==> src/rtl/zone_alarm_ctrl.sv <==
// rtl/zone_alarm_ctrl.sv - multi-zone debounced smoke/mains alarm controller (optional feature macro: ALARM_SELFTEST_EN)

module zone_alarm_debounce #(
  parameter int   DEB_CYCLES = 8,
  parameter logic RST_VAL    = 1'b0
) (
  input  logic clk,
  input  logic rst,
  input  logic raw,
  output logic filt
);
  localparam int            CW   = (DEB_CYCLES > 1) ? $clog2(DEB_CYCLES) : 1;
  localparam logic [CW-1:0] LAST = CW'(DEB_CYCLES - 1);

  logic [CW-1:0] cnt;

  // count consecutive disagreeing samples; adopt raw once DEB_CYCLES of them have been seen
  always_ff @(posedge clk) begin
    if (rst) begin
      cnt  <= '0;
      filt <= RST_VAL;
    end else if (raw == filt) begin
      cnt <= '0;
    end else if (cnt == LAST) begin
      filt <= raw;
      cnt  <= '0;
    end else begin
      cnt <= cnt + 1'b1;
    end
  end
endmodule

module zone_alarm_ctrl #(
  parameter int N_ZONES    = 4,
  parameter int DEB_CYCLES = 8,
  parameter int ESC_CYCLES = 1000
`ifdef ALARM_SELFTEST_EN
  ,
  parameter int TEST_CYCLES = 16
`endif
) (
  input  logic               clk,
  input  logic               rst,
  input  logic               corriente,
  input  logic [N_ZONES-1:0] humo,
  input  logic               ack,
`ifdef ALARM_SELFTEST_EN
  input  logic               test_req,
`endif
  output logic               alarma2,
  output logic               alarma3,
  output logic               luz_ok,
  output logic               luz_power,
  output logic [N_ZONES-1:0] luz_zone,
  output logic [2:0]         estado
);
  typedef enum logic [2:0] {
    S_INIT       = 3'd0,
    S_MONITOR    = 3'd1,
    S_ALARM      = 3'd2,
    S_ESCALATED  = 3'd3,
    S_SILENCED   = 3'd4,
    S_POWER_FAIL = 3'd5,
    S_TEST       = 3'd6
  } state_t;

  localparam int            EW       = $clog2(ESC_CYCLES);
  localparam logic [EW-1:0] ESC_LAST = EW'(ESC_CYCLES - 1);
`ifdef ALARM_SELFTEST_EN
  localparam int            TW       = (TEST_CYCLES > 1) ? $clog2(TEST_CYCLES) : 1;
  localparam logic [TW-1:0] TST_LAST = TW'(TEST_CYCLES - 1);
`endif

  logic [N_ZONES-1:0] humo_f;
  logic               corr_f;

  // mains input idles at "present" so a reset never reports a power fault
  zone_alarm_debounce #(.DEB_CYCLES(DEB_CYCLES), .RST_VAL(1'b1)) u_deb_corr (
    .clk  (clk),
    .rst  (rst),
    .raw  (corriente),
    .filt (corr_f)
  );

  for (genvar i = 0; i < N_ZONES; i++) begin : g_deb
    zone_alarm_debounce #(.DEB_CYCLES(DEB_CYCLES), .RST_VAL(1'b0)) u_deb_humo (
      .clk  (clk),
      .rst  (rst),
      .raw  (humo[i]),
      .filt (humo_f[i])
    );
  end

  state_t             state, state_nxt;
  logic [N_ZONES-1:0] latch, latch_nxt;
  logic [EW-1:0]      esc_cnt, esc_nxt;
  logic               pf_sil, pf_sil_nxt;
`ifdef ALARM_SELFTEST_EN
  logic [TW-1:0]      tst_cnt, tst_nxt;
`endif
  logic               any_smoke;
  logic               new_smoke;

  assign any_smoke = |humo_f;
  assign new_smoke = |(humo_f & ~latch);
  assign estado    = state;

  // next state, zone latches and counters from the current state and filtered inputs
  always_comb begin
    state_nxt  = state;
    latch_nxt  = latch;
    esc_nxt    = esc_cnt;
    pf_sil_nxt = pf_sil;
`ifdef ALARM_SELFTEST_EN
    tst_nxt    = tst_cnt;
`endif
    case (state)
      S_INIT: state_nxt = S_MONITOR;
      S_MONITOR: begin
        if (any_smoke) begin
          state_nxt = S_ALARM;
          latch_nxt = latch | humo_f;
          esc_nxt   = '0;
        end else if (!corr_f) begin
          state_nxt  = S_POWER_FAIL;
          pf_sil_nxt = 1'b0;
        end
`ifdef ALARM_SELFTEST_EN
        else if (test_req) begin
          state_nxt = S_TEST;
          tst_nxt   = '0;
        end
`endif
      end
      S_ALARM: begin
        latch_nxt = latch | humo_f;
        if (ack) begin
          state_nxt = S_SILENCED;
          esc_nxt   = '0;
        end else if (esc_cnt == ESC_LAST) begin
          state_nxt = S_ESCALATED;
        end else begin
          esc_nxt = esc_cnt + 1'b1;
        end
      end
      S_ESCALATED: begin
        latch_nxt = latch | humo_f;
        if (ack) begin
          state_nxt = S_SILENCED;
          esc_nxt   = '0;
        end
      end
      S_SILENCED: begin
        if (new_smoke) begin
          state_nxt = S_ALARM;
          latch_nxt = latch | humo_f;
          esc_nxt   = '0;
        end else if (!any_smoke) begin
          state_nxt = S_MONITOR;
          latch_nxt = '0;
        end
      end
      S_POWER_FAIL: begin
        if (any_smoke) begin
          state_nxt = S_ALARM;
          latch_nxt = latch | humo_f;
          esc_nxt   = '0;
        end else if (corr_f) begin
          state_nxt = S_MONITOR;
        end else if (ack) begin
          pf_sil_nxt = 1'b1;
        end
      end
`ifdef ALARM_SELFTEST_EN
      S_TEST: begin
        if (any_smoke) begin
          state_nxt = S_ALARM;
          latch_nxt = humo_f;
          esc_nxt   = '0;
        end else if (tst_cnt == TST_LAST) begin
          state_nxt = S_MONITOR;
          latch_nxt = '0;
        end else begin
          tst_nxt = tst_cnt + 1'b1;
        end
      end
`endif
      default: state_nxt = S_INIT;
    endcase
  end

  // state register; outputs are registered from the state being entered
  always_ff @(posedge clk) begin
    if (rst) begin
      state     <= S_INIT;
      latch     <= '0;
      esc_cnt   <= '0;
      pf_sil    <= 1'b0;
`ifdef ALARM_SELFTEST_EN
      tst_cnt   <= '0;
`endif
      alarma2   <= 1'b0;
      alarma3   <= 1'b0;
      luz_ok    <= 1'b0;
      luz_power <= 1'b0;
      luz_zone  <= '0;
    end else begin
      state     <= state_nxt;
      latch     <= latch_nxt;
      esc_cnt   <= esc_nxt;
      pf_sil    <= pf_sil_nxt;
`ifdef ALARM_SELFTEST_EN
      tst_cnt   <= tst_nxt;
`endif
      alarma2   <= (state_nxt == S_ALARM) || (state_nxt == S_ESCALATED) ||
                   (state_nxt == S_TEST) ||
                   ((state_nxt == S_POWER_FAIL) && !pf_sil_nxt);
      alarma3   <= (state_nxt == S_ESCALATED);
      luz_ok    <= (state_nxt == S_MONITOR);
      luz_power <= (state_nxt != S_INIT) && !corr_f;
      luz_zone  <= (state_nxt == S_TEST) ? {N_ZONES{1'b1}} : latch_nxt;
    end
  end
endmodule

==> config.mk <==
export PLATFORM = sky130hd
export DESIGN_NAME = zone_alarm_ctrl
export DESIGN_NICKNAME = d
export VERILOG_FILES = /design/src/rtl/zone_alarm_ctrl.sv
export SDC_FILE = /design/constraint.sdc
export NUM_CORES = 1
export LEC_CHECK = 0
export BUFFER_PORTS_ARGS = -buffer_cell sky130_fd_sc_hd__buf_2
export CORE_ASPECT_RATIO = 0.75
export CORE_UTILIZATION = 45
export DETAILED_ROUTE_END_ITERATION = 8
export GPL_TIMING_DRIVEN = 0
export PLACE_DENSITY = 0.68
export SYNTH_ARGS = -nofsm -noshare
export SYNTH_HDL_FRONTEND = slang
export SYNTH_SLANG_ARGS = --single-unit
==> constraint.sdc <==
create_clock -name clk -period 4.81 [get_ports clk]
set_clock_uncertainty 0.2 [all_clocks]
set_input_delay 0.481 -clock clk [delete_from_list [all_inputs] [get_ports clk]]
set_output_delay 0.481 -clock clk [all_outputs]
set_load 0.03 [all_outputs]
After elaboration in Yosys (flattened, before gate mapping) --
Index checks and enable logic that the tools add are counted.
Word-level totals: flip-flop bits (word level) 46, latch bits 0, bits in writable memories 0, memory bits (read-only) 0, bits of input ports 8, output and inout port bits 11, memories kept 0
Cells by class: add/subtract/negate cells 6, $mul 0, divide/modulo/power cells 0, $lt $le $gt $ge 0, equal/unequal tests 25, shifts and indexed selects 0, muxes and demuxes 27, bitwise operators 8, reduce and logical (&&, ||, !) cells 25
Operators with widths (number):
- $mux W10 | 5
- $pmux W10 S4 | 1
- $eq A3 B3 Y1 const B | 9
- $mux W3 | 9
- $pmux W3 S6 | 1
- $mux W4 | 4
- $add A3 B1 Y3 const B | 5
- $reduce_or A3 Y1 | 5
- $eq A3 B2 Y1 const B | 4
- $pmux W4 S3 | 1
- $add A10 B1 Y10 const B | 1
- $eq A10 B10 Y1 const B | 1
- $reduce_and A2 Y1 | 5
- $reduce_or A4 Y1 | 2
- $eq A3 B1 Y1 const B | 2
- $eq A1 B1 Y1 | 5
- $mux W1 | 5
- $not A1 Y1 | 5
- $reduce_and A5 Y1 | 1
- $and A4 B4 Y4 | 1
- $ne A2 B2 Y1 const B | 2
- $not A4 Y4 | 1
- $or A4 B4 Y4 | 1
- $reduce_bool A4 Y1 | 1
- other kinds (9) | 14

Longest topological paths before layout --
depth in word-level cells 9, mapped depth 7, mapped depth without buffers 6

By module --
From an unflattened synthesis, not the netlist that was laid out.
Second synthesis, totals: cells, all modules 198, area total of the unflattened synthesis 1998.2 µm²
Modules (own cells, without submodules):
- zone_alarm_ctrl | times used 1, cells each 138, area each 1238.7 µm², seq. area each 520.5 µm²
- zone_alarm_debounce at g_deb[0].u_deb_humo ... | times used 4, cells each 12, area each 151.4 µm², seq. area each 80.1 µm²
- zone_alarm_debounce at u_deb_corr | times used 1, cells each 12, area each 153.9 µm², seq. area each 80.1 µm²

Worst setup path after synthesis --
Ideal clock, no wire load.
kind register -> register, start reg state[2] (netlist: estado[2]), end reg alarma2, library setup time 0.071 ns, data arrival time 1.983 ns, required time 4.539 ns, setup slack 2.556 ns, cell stages (with the launch flop) 7, path buffers 1, period minus slack after synthesis 2.254 ns, path through dfxtp_1 buf_6 or3b_4 o41ai_4 a22oi_2 or3_1 a21oi_1
On the way: word-level cells in the longest chain between the ends 7, elaborated cells between the ends (all ways) 26
RTL lines:
- start, declared | line 94 | state_t state, state_nxt;
- start signal, assigned | line 208 | state <= state_nxt;
- $mux W3, on equally long branches (2 in series)
- $pmux W3 S6 | line 117 | case (state)
- $eq A3 B2 Y1 | line 215 | alarma2 <= (state_nxt == S_ALARM) || (state_nxt == S_ESCALATED) ||
- $logic_or A1 B1 Y1 (2 in series) | line 215
- $logic_or A1 B1 Y1 (*) | line 216 | (state_nxt == S_TEST) ||
- end signal, assigned | line 215
- end, declared | line 50 | output logic alarma2,
Mark *: on every way between the ends. The rest lies on a longest branch, timed or not. A chain may end at the register's enable or synchronous reset.

Worst setup path in the final report --
start reg state[2] (netlist: estado[2]), end reg esc_cnt[9]
On the way: word-level cells in the longest chain between the ends 4, elaborated cells between the ends (all ways) 13
RTL lines:
- $eq A3 B3 Y1 or $eq A3 B1 Y1 (tied branches) | line 117
- $reduce_or A2 Y1 (no line)
- $ne A2 B1 Y1 (no line) or $reduce_bool A4 Y1 (tied branches)
- $reduce_and A5 Y1 (no line)
- end signal, assigned | line 210 | esc_cnt <= esc_nxt;
- end, declared | line 96 | logic [EW-1:0] esc_cnt, esc_nxt;
Several ways; a longest one is shown, not always the timed one.

==> summary.md <==
| Metric | Value |
|---|---|
| Area fraction in compound gates after synthesis | `0.141` |
| Synth Area in XOR/XNOR | `0.0267` |
| Die Y | `59.3 um` |
| Ys flop type | `dfxtp_1` |
| Hold Crit Class | `in -> reg` |
| Mean post-synth cell area | `9.84 sq um` |
| Setup tns final | `0 ps` |
| Nets | `244` |
| Setup CP Type | `reg -> reg` |
| Via count | `1459` |
| CP cell instances | `buf_6, or3b_4, o41ai_4, o2bb2ai_2, buf_6, o21bai_2, a21oi_1` |
| Crit path top cell by count | `buf_6` |
| #FFs+latches synth | `46` |
| Cell area power density | `296 nW/um^2` |
| Cell taking the most area after synthesis | `dfxtp_1` |
| Req. time, crit path | `4830 ps` |
| Final Util | `0.535` |
| Mux contribution to synthesized area | `0.0203` |
| First drt pass iteration count | `4` |
| Worst Setup SP | `estado[2]` |
| Cell Count, Final, Fillers Out | `280` |
| Clock power frac | `0.334` |
| Initial detailed-routing violation count | `74` |
| Width of the die | `78.4 um` |
| RR Startpoint | `estado[2]` |
| Wire per inst | `12.9 um` |
| I/O Buffers | `18` |
| Post-CTS sizing | `0` |
| Worst-margin pin slew | `517 ps` |
| Slack of the critical path | `2480 ps` |
| Mapped Area | `1970 sq um` |
| Design Power | `0.652 mW` |
| Clock transition at path regs | `80 ps` |
| Design area | `2210 sq um` |
| Detail Placement HPWL | `2.65 mm` |
| CP Depth | `7` |
| Gr usage total | `0.169` |
| EDFF count, synth | `0` |
| NetSw | `0.149 mW` |
| Net count after synthesis | `219` |
| Max H-tree Level | `2` |
| Max_slew headroom | `0.655` |
| Starting Density | `0.477` |
| Max-Cap Viols | `0` |
| Leakage | `0.891 nW` |
| Synth async-reset ratio | `0` |
| Hold path start | `corriente` |
| Die area | `4650 sq um` |
| Hold_buf cts | `0` |
| Sink Count | `46` |
| Worst hold margin | `231 ps` |
| Combinational group share of total power | `0.068` |
| Post-place instance area | `2130 sq um` |
| Synth Area in Adders | `0.0699` |
| WL final | `3.60 mm` |
| Routed Antenna Nets | `0` |
| Initial antenna violation count | `0` |
| WP buf/inv | `2` |
| Maximum vdd ir drop | `0.149 mV` |
| Net Sw Frac | `0.228` |
| Yosys warning total | `0` |
| Routability cong. | `0.855` |
| Status | `finished clean` |
| Final Hold Vio Count | `0` |
| Placed insts | `273` |
| # DRC | `0` |
| CP max FO | `10` |
| Worst setup SP type | `flop` |
| Library cells used by synthesis | `45` |
| Num CTS Buffers | `5` |
| Hold path depth | `2` |
| Worst r2r path cells | `7` |
| Site Rows | `20` |
| FMAX | `429 MHz` |
| CTS tree | `yes` |
| Num ports | `19` |
| Setup WS pre-CTS | `2290 ps` |
| Slew Viols, Final | `0` |
| CP Capture Type | `flop` |
| Top cell type's share of synthesized area | `0.468` |
| Main combinational cell family by area after synthesis | `simple AND/OR/NAND/NOR gates` |
| Largest cells by area after synthesis | `dfxtp_1 47%, ha_1 7.0%, nor2_1 3.6%` |
| RSZ-0062 raised after global routing | `false` |
| Clk root buf | `clkbuf_8` |
| Final setup fails | `0` |
| Global route overflow | `0` |
| Fin crit period | `2330 ps` |
| Family with the most delay on the worst path | `compound AO/OA/AOI/OAI gates` |
| Area Overhead vs Synth | `12.1%` |
| Worst-Skew Late Latency | `290 ps` |
| Post-synthesis simple-gate area fraction | `0.237` |
| Register-to-Register Setup Slack | `2480 ps` |
| Vias per inst | `5.21` |
| Number of global-route vias before repair | `1248` |
| Placeable core area | `4130 sq um` |
| Reg power frac | `0.598` |
| Layout cell share with drive strength beyond 1 | `0.173` |
| Post-CTS setup buffer count | `0` |
| Synthesized instance count | `200` |
| Fin crit share | `0.485` |
| Internal | `0.504 mW` |
| First-pass GRT wire length | `5.92 mm` |
| Worst Path Arrival | `2350 ps` |
| Largest net degree at the start of global routing | `14` |
| Delay of the slowest critical-path stage | `440 ps` |
| Seq/Total Area, Yosys | `0.468` |
| Crit path max-delay cell type | `o41ai_4` |
| # diodes | `0` |
| Longest Clk Path Bufs | `2` |
-- flip-flops by register name, indices dropped and copies added, names as in the netlist --
register               cells
alarma2                    1
alarma3                    1
esc_cnt                   10
estado                     3
g_deb.u_deb_humo.cnt      12
g_deb.u_deb_humo.filt      4
latch                      4
luz_ok                     1
luz_power                  1
luz_zone                   4
pf_sil                     1
u_deb_corr.cnt             3
u_deb_corr.filt            1
-- path summary, 6_finish.rpt --
path | end
setup reg to reg | esc_cnt[9]
setup / recovery | esc_cnt[9]
hold / removal | u_deb_corr.filt
hold reg to reg | g_deb[1].u_deb_humo.cnt[0]
-- power by group through the flow --
stage	registers (mW)	clock network, mW	logic (mW)
2_1_floorplan	0.401	0	0.0281
3_3_place_gp	0.399	0	0.0437
3_5_place_dp	0.399	0	0.0438
4_1_cts	0.390	0.225	0.0445
5_1_grt	0.391	0.240	0.0485
6_report	0.390	0.218	0.0441
-- synthesized netlist by cell type (all sizes together) (2+ instances only) --
| cell | instances |
|---|---|
| or4 | 2 |
| nor2b | 2 |
| ha | 11 |
| and2 | 11 |
| or2 | 2 |
| a21oi | 11 |
| and3 | 3 |
| nor2 | 19 |
| or3 | 11 |
| nor3 | 6 |
| clkbuf | 3 |
| nand2 | 7 |
| mux2i | 4 |
| nand2b | 4 |
| inv | 4 |
| nand3 | 2 |
| dfxtp | 46 |
| nor4 | 7 |
| a2bb2oi | 2 |
| buf | 5 |
| o21ai | 9 |
| nand4 | 3 |
| a22oi | 5 |
| xnor2 | 6 |
-- metal layers --
metal  GRT usage  up-vias  share of wire
li1            -      775              -
met1       0.255      648           0.56
met2       0.231       33           0.38
met3      0.0385        3          0.048
met4      0.0635        0         0.0075
met5           0        -              0
-- area by class of cell --
type	count	area, sq um
repair buffers	18	90.1
clock inverters	1	7.51
fillers	381	1920
clock buffers	6	72.6
well taps	55	68.8
inverters	4	15.0
multi-input cells	142	975
plain buffers	8	57.6
flip-flops and latches	46	921
-- cell usage in the layout, fill, tap and decap left out, drive strengths merged, types with 2 or more instances in the layout --
cell type,netlist,routed
a21oi,11,11
a22oi,5,5
a2bb2oi,2,2
and2,11,11
and3,3,3
buf,5,23
clkbuf,3,9
dfxtp,46,46
ha,11,11
inv,4,4
mux2i,4,4
nand2,7,7
nand2b,4,4
nand3,2,2
nand4,3,3
nor2,19,19
nor2b,2,2
nor3,6,6
nor4,7,7
o21ai,9,9
or2,2,2
or3,11,11
or4,2,2
xnor2,6,6
-- worst register-to-register path, cell delays in order, from the launching register on --
cell       delay [ps]
dfxtp_1           330
buf_6             130
or3b_4            400
o41ai_4           440
o2bb2ai_2         250
buf_6             200
o21bai_2          150
a21oi_1           160
-- cells by family (layout without fill, tap and decap cells) --
logic type / after synthesis / in the layout
AO/OA/AOI/OAI: 37 / 37
multiplexers: 4 / 4
adder cells (fa/ha/maj): 11 / 11
XOR/XNOR: 6 / 6
AND/OR/NAND/NOR: 84 / 84
flip-flops: 46 / 46
buffers and inverters: 12 / 37
(Power assumes the default switching activity.)
